==> config.mk <==
export PLATFORM = sky130hd
export DESIGN_NAME = geofence_feeder
export DESIGN_NICKNAME = d
export VERILOG_FILES = /design/src/rtl/geofence_feeder.sv
export SDC_FILE = /design/constraint.sdc
export NUM_CORES = 1
export LEC_CHECK = 0
export BUFFER_PORTS_ARGS = -buffer_cell sky130_fd_sc_hd__buf_4
export CAP_MARGIN = 20
export CORE_AREA = 3 3 151 153
export DETAILED_ROUTE_END_ITERATION = 7
export DIE_AREA = 0 0 154 156
export PLACE_DENSITY = 0.76
export SLEW_MARGIN = 20
export SYNTH_ARGS = -nofsm -noshare
export SYNTH_HDL_FRONTEND = slang
export SYNTH_SLANG_ARGS = --single-unit
export TNS_END_PERCENT = 20
==> constraint.sdc <==
create_clock -name clk -period 8.7 [get_ports clk]
set_input_delay 0 -clock clk [delete_from_list [all_inputs] [get_ports clk]]
set_output_delay 0 -clock clk [all_outputs]
set_load 0.005 [all_outputs]
==> src/rtl/geofence_feeder.sv <==
// Host-side feeder for the geofence detector: fetches 7-point sets from point RAM,
// streams them on X/Y with fixed timing, and records the detector results.
module geofence_feeder #(
  parameter int unsigned SET_W   = 8,
  parameter int unsigned AW      = 11,
  parameter int unsigned TIMEOUT = 255,
  parameter int unsigned TO_W    = 8
) (
  input  logic             clk,
  input  logic             reset,
  input  logic             start,
  input  logic [SET_W-1:0] num_sets,
  output logic             mem_rd,
  output logic [AW-1:0]    mem_addr,
  input  logic [19:0]      mem_rdata,
  output logic [9:0]       X,
  output logic [9:0]       Y,
  input  logic             valid,
  input  logic             is_inside,
  output logic             res_we,
  output logic [SET_W-1:0] res_addr,
  output logic             res_data,
  output logic [SET_W-1:0] inside_cnt,
  output logic             busy,
  output logic             done,
  output logic [1:0]       err
);

  localparam int unsigned PT_W = 20;

  typedef enum logic [2:0] {S_IDLE, S_FILL, S_SEND, S_WAIT, S_DONE} state_t;

  state_t           state_q, state_d;
  logic [SET_W-1:0] num_q, num_d;
  logic [SET_W-1:0] set_idx_q, set_idx_d;
  logic [AW-1:0]    base_q, base_d;
  logic             mem_rd_q, mem_rd_d;
  logic [AW-1:0]    mem_addr_q, mem_addr_d;
  logic [2:0]       iss_k_q, iss_k_d;
  logic             wr_en_q, wr_en_d;
  logic [2:0]       wr_k_q, wr_k_d;
  logic             fill_done_q, fill_done_d;
  logic [2:0]       send_k_q, send_k_d;
  logic [TO_W-1:0]  to_cnt_q, to_cnt_d;
  logic [PT_W-1:0]  xy_q, xy_d;
  logic             res_we_q, res_we_d;
  logic [SET_W-1:0] res_addr_q, res_addr_d;
  logic             res_data_q, res_data_d;
  logic [SET_W-1:0] inside_q, inside_d;
  logic             busy_q, busy_d;
  logic             done_q, done_d;
  logic [1:0]       err_q, err_d;
  logic             more_c;

  logic [PT_W-1:0]  pbuf_q [0:6];

  assign more_c = ({1'b0, set_idx_q} + (SET_W+1)'(1)) < {1'b0, num_q};

  always_comb begin
    state_d     = state_q;
    num_d       = num_q;
    set_idx_d   = set_idx_q;
    base_d      = base_q;
    mem_rd_d    = mem_rd_q;
    mem_addr_d  = mem_addr_q;
    iss_k_d     = iss_k_q;
    wr_en_d     = mem_rd_q;
    wr_k_d      = iss_k_q;
    fill_done_d = fill_done_q;
    send_k_d    = send_k_q;
    to_cnt_d    = to_cnt_q;
    xy_d        = xy_q;
    res_we_d    = 1'b0;
    res_addr_d  = res_addr_q;
    res_data_d  = res_data_q;
    inside_d    = inside_q;
    done_d      = done_q;
    err_d       = err_q;

    // Read issue engine; the fill flag rises the edge after the last read cycle.
    if (mem_rd_q) begin
      if (iss_k_q == 3'd6) begin
        mem_rd_d    = 1'b0;
        fill_done_d = 1'b1;
      end else begin
        iss_k_d    = iss_k_q + 3'd1;
        mem_addr_d = mem_addr_q + AW'(1);
      end
    end

    case (state_q)
      S_IDLE, S_DONE: begin
        if (start) begin
          num_d     = num_sets;
          set_idx_d = '0;
          base_d    = '0;
          err_d     = 2'b00;
          inside_d  = '0;
          done_d    = 1'b0;
          if (num_sets == '0) begin
            state_d = S_DONE;
          end else begin
            state_d     = S_FILL;
            mem_rd_d    = 1'b1;
            mem_addr_d  = '0;
            iss_k_d     = 3'd0;
            fill_done_d = 1'b0;
          end
        end else if (state_q == S_DONE) begin
          done_d = 1'b1;
        end
      end
      S_FILL: begin
        if (fill_done_q) begin
          state_d  = S_SEND;
          xy_d     = pbuf_q[0];
          send_k_d = 3'd1;
        end
      end
      S_SEND: begin
        if (send_k_q == 3'd7) begin
          xy_d     = '0;
          state_d  = S_WAIT;
          to_cnt_d = TO_W'(1);
          if (more_c) begin
            mem_rd_d    = 1'b1;
            mem_addr_d  = base_q + AW'(7);
            iss_k_d     = 3'd0;
            fill_done_d = 1'b0;
          end
        end else begin
          xy_d     = pbuf_q[send_k_q];
          send_k_d = send_k_q + 3'd1;
        end
      end
      S_WAIT: begin
        if (valid) begin
          res_we_d   = 1'b1;
          res_addr_d = set_idx_q;
          res_data_d = is_inside;
          if (is_inside && (inside_q != {SET_W{1'b1}})) inside_d = inside_q + SET_W'(1);
          if (!more_c) begin
            state_d = S_DONE;
            done_d  = 1'b1;
          end else if (fill_done_q) begin
            set_idx_d = set_idx_q + SET_W'(1);
            base_d    = base_q + AW'(7);
            state_d   = S_SEND;
            xy_d      = pbuf_q[0];
            send_k_d  = 3'd1;
          end else begin
            err_d[1] = 1'b1;
            mem_rd_d = 1'b0;
            state_d  = S_DONE;
            done_d   = 1'b1;
          end
        end else if (to_cnt_q >= TO_W'(TIMEOUT - 1)) begin
          err_d[0] = 1'b1;
          mem_rd_d = 1'b0;
          state_d  = S_DONE;
          done_d   = 1'b1;
        end else begin
          to_cnt_d = to_cnt_q + TO_W'(1);
        end
      end
      default: state_d = S_IDLE;
    endcase

    busy_d = (state_d == S_FILL) || (state_d == S_SEND) || (state_d == S_WAIT);
  end

  always_ff @(posedge clk or posedge reset) begin
    if (reset) begin
      state_q     <= S_IDLE;
      num_q       <= '0;
      set_idx_q   <= '0;
      base_q      <= '0;
      mem_rd_q    <= 1'b0;
      mem_addr_q  <= '0;
      iss_k_q     <= '0;
      wr_en_q     <= 1'b0;
      wr_k_q      <= '0;
      fill_done_q <= 1'b0;
      send_k_q    <= '0;
      to_cnt_q    <= '0;
      xy_q        <= '0;
      res_we_q    <= 1'b0;
      res_addr_q  <= '0;
      res_data_q  <= 1'b0;
      inside_q    <= '0;
      busy_q      <= 1'b0;
      done_q      <= 1'b0;
      err_q       <= 2'b00;
    end else begin
      state_q     <= state_d;
      num_q       <= num_d;
      set_idx_q   <= set_idx_d;
      base_q      <= base_d;
      mem_rd_q    <= mem_rd_d;
      mem_addr_q  <= mem_addr_d;
      iss_k_q     <= iss_k_d;
      wr_en_q     <= wr_en_d;
      wr_k_q      <= wr_k_d;
      fill_done_q <= fill_done_d;
      send_k_q    <= send_k_d;
      to_cnt_q    <= to_cnt_d;
      xy_q        <= xy_d;
      res_we_q    <= res_we_d;
      res_addr_q  <= res_addr_d;
      res_data_q  <= res_data_d;
      inside_q    <= inside_d;
      busy_q      <= busy_d;
      done_q      <= done_d;
      err_q       <= err_d;
    end
  end

  // Point buffer: contents are don't-care after reset.
  always_ff @(posedge clk) begin
    if (wr_en_q) pbuf_q[wr_k_q] <= mem_rdata;
  end

  assign mem_rd     = mem_rd_q;
  assign mem_addr   = mem_addr_q;
  assign X          = xy_q[19:10];
  assign Y          = xy_q[9:0];
  assign res_we     = res_we_q;
  assign res_addr   = res_addr_q;
  assign res_data   = res_data_q;
  assign inside_cnt = inside_q;
  assign busy       = busy_q;
  assign done       = done_q;
  assign err        = err_q;

endmodule

==> impl_summary.txt <==
----------------------------------------------------
[Synthesis]
  Syn_nets ... 908
  Multiplexer area fraction after synthesis ... 9.867%
  Post-synthesis adder-cell area fraction ... 1.978%
  Ys Warns ... 0
  Post-synthesis sequential area ratio ... 63.07%
  Number of distinct library cells after synthesis ... 61
  XOR/XNOR share of the synthesized area ... 2.769%
  Gate Count Post-Synth ... 858
  Top flip-flop cell by instance count after synthesis ... edfxtp_1
  Syn_area_per_cell ... 12.53 um^2
  Largest family of logic cells by synthesized area ... simple AND/OR/NAND/NOR gates
  Synthesized cell area ... 0.01075 mm^2
  Number of synthesized flops with an enable pin ... 140
  Compound-gate portion of the synthesized area ... 8.925%
  Number of synthesized register bits ... 243
  Synthesized-area fraction occupied by and/or/nand/nor cells ... 10.62%
  Async set or reset register ratio after synthesis ... 42.39%

[Setup path]
  Slowest stage cell on the critical path ... o211a_4
  CP Max Fanout ... 23
  Data required, critical path ... 9.11 ns
  Worst Setup Start Kind ... flop
  Biggest cell delay along the critical path ... 0.56 ns
  Critical path endpoint category ... flop
  Cell breakdown of the critical path ... ha_1 -> and4_1 -> nand2_1 -> xnor2_1 -> ha_1 -> nand3_1 -> or2_1 -> o22a_1 -> o211a_4 -> mux2_2
  Launch point of the worst reg-to-reg path ... set_idx_q[0]
  Reg-to-reg slack, setup ... 5.30 ns
  Crit path top cell by count ... ha_1
  Classification of the worst setup path ... flop to flop
  Startpoint of the worst setup timing path ... set_idx_q[0]
  CP arrival ... 3.81 ns

[Layout]
  Share of post-route cells with drive strength above 1 ... 18.31%
  Most common cell after layout, fill and taps aside ... edfxtp_1
  Final standard cell count with taps included and fillers excluded ... 1274
  Nets ... 1025
  Commonest cells after routing, fill and taps aside ... edfxtp_1, nand2_1, dfrtp_1
  N_diodes ... 0
  Area grow syn2layout ... 19.48%

[Power and ir drop]
  Fraction of power consumed by the clock network ... 27.3%
  Logic pwr share ... 29.0%
  Highest ir drop seen on vdd ... 174.3 uV
  Sw Pwr ... 1.310 mW
  Static leakage ... 5.404 nW
  Net Sw Frac ... 32.31%
  Internal Dissipation ... 2.743 mW
  PD cells ... 315.5 mW/mm^2
  Register share of total power ... 43.7%

[Drt]
  Routed Antenna Nets ... 0
  DRT iter0 DRCs ... 444
  Average wire per standard cell ... 18.75 um
  Via density per instance ... 5.644
  Routed via count ... 7190
  Remaining routing DRC violations ... 0
  Final wirelength ... 23.88 mm
  First-pass iteration count of the detailed router ... 5

[STA]
  Achievable clock frequency ... 294.4 MHz
  Worst Max-Slew Pin Slew ... 1.140 ns
  Fin. max-slew vios ... 0
  Fraction of the cycle the final worst path needs ... 39.04%
  # setup viols final ... 0
  Slew margin rel. ... 24.03%
  Setup TNS ... 0 ns
  Post-route minimum period ... 3.397 ns
  Worst setup skew after layout ... 0.01777 ns
  Setup slack after layout ... 5.303 ns
  Setup repair after global routing missed its margin ... false
  Final Hold Violating Endpoints ... 0

[Clock network]
  Clock insertion delay at the later pin of the skew report ... 0.54 ns
  CTS tree ... done
  CTS H-tree depth ... 1
  Cell chosen for the clock root ... clkbuf_16
  TritonCTS sink count ... 243
  Clock transition time at the flip-flop clock pins of the worst setup and hold paths ... 0.06 ns
  CTS buffer count ... 25
  Quantity of gates resized following cts ... 0
  Largest buffer count on any clock path ... 3

[Die]
  Top Ports ... 87
  Die span in x ... 154 um
  Total number of placement rows ... 54
  Core Area ... 0.02169 mm^2
  Die boundary height ... 156 um
  Initial cell density of the core ... 49.58%
  Die area ... 0.02402 mm^2

[Hold path]
  Kind of path behind the tightest hold check ... input port to asynchronous set/reset pin

[Placed design]
  Placer congestion estimate ... 0.8277
  # port buffers ... 86
  # placed instances ... 1195
  Placed wire-length estimate after detailed placement ... 14.39 mm
  Minimum setup slack after placement ... 5.326 ns

[Global routing]
  Wire length of the first global-routing pass ... 38.37 mm
  Largest net degree at the start of global routing ... 64
  Remaining global-route overflow ... 0
  Vias in the first global route ... 7235
  Global routing usage summed across all routing layers ... 19.67%
  Number of antenna violations at the first check in global routing ... 0

[Run]
  Max-cap violations ... 0

[Status]
  Outcome ... finished clean

----------------------------------------------------
[registers in the layout, indices dropped and copies added, names as in the netlist, 8 cells and up]
register    flops
base_q         11
inside_cnt      8
mem_addr       11
num_q           8
pbuf_q        140
res_addr        8
set_idx_q       8
to_cnt_q        8
xy_q           20
[path summary, 6_finish.rpt]
check                              end  depth (start not counted)
setup / recovery              xy_q[17]                         10
hold / removal             mem_addr[3]                          3
setup reg to reg              xy_q[17]                         10
hold reg to reg              wr_k_q[1]                          0
max in group asynchronous       res_we                          4
min in group clk              num_q[0]                          4
[stage by stage]
| stage | power (mW) | hold WS [ns] | area, um^2 | util (%) |
|---|---|---|---|---|
| final | 4.053 | 0.1514 | 12850 | 59.24 |
| after global routing | 4.275 | 0.2272 | 12850 | 59.24 |
| after CTS | 4.080 | 0.1767 | 12850 | 59.24 |
| after floorplan | 2.532 | 0.09887 | 10750 | - |
| after global placement | 2.904 | 0.1757 | 11660 | 53.76 |
| after detailed placement | 2.954 | 0.1750 | 11660 | 53.76 |
[cell families (layout without fill, tap and decap cells)]
family          count (synthesis)  count (layout)
compound gates                157             157
xor+xnor                       34              34
fa+ha+maj                      17              17
buf+inv                        66             202
flops                         243             243
mux                            97              97
simple gates                  244             244
[cell usage after synthesis (7+ instances only)]
cell type	instances	area, um^2
nor2_1	31	116.4
edfxtp_1	140	4204
clkbuf_1	26	97.59
o22ai_1	21	131.4
nand3_1	22	110.1
xnor2_1	23	201.4
mux2i_1	76	760.7
nand4_1	11	68.82
nand2_1	117	439.2
ha_1	17	212.7
nor3_1	15	75.07
mux2_4	17	255.2
nand2b_1	8	50.05
xor2_1	11	96.34
o21ai_0	61	305.3
dfrtp_1	103	2577
and3_1	9	56.30
or4_1	9	67.56
inv_1	25	93.84
a21oi_1	30	150.1
buf_2	7	35.03
o221ai_1	7	61.31
[layout make-up]
cell class	count	area, um^2
timing repair buffer	130	1059
inverter	26	100.1
tap	280	350.3
fill	1699	8841
multi-input combinational	549	3696
clock buffer	32	691.9
sequential	243	6785
clock inverter	14	165.2
[routing by layer]
| layer | part of all wire [%] | GRT usage, % |
|---|---|---|
| met1 | 42 | 25.29 |
| met2 | 51 | 35.44 |
| met3 | 5.4 | 2.913 |
| met4 | 2.0 | 4.373 |
| met5 | 0 | 0.7937 |
[critical path, delay by kind of cell (launching register included)]
family | cells | cell delay, ns
fa+ha+maj | 2 | 0.56
simple gates | 4 | 0.59
xor+xnor | 1 | 0.15
mux | 1 | 0.39
flops | 1 | 0.46
compound gates | 2 | 1.10
[power by group through the flow]
stage	sequential, mW	clock [mW]	combinational (mW)
after floorplan	1.67	0	0.866
after detailed placement	1.79	0	1.16
after CTS	1.77	1.12	1.19
after global routing	1.81	1.17	1.30
final	1.77	1.11	1.18
after global placement	1.78	0	1.12
[timing repair]
action                    4_1_cts  5_1_grt
hold endpoints to repair      209        0
setup buffers                   0        0
hold buffers                   33        0
(Power assumes the default switching activity.)
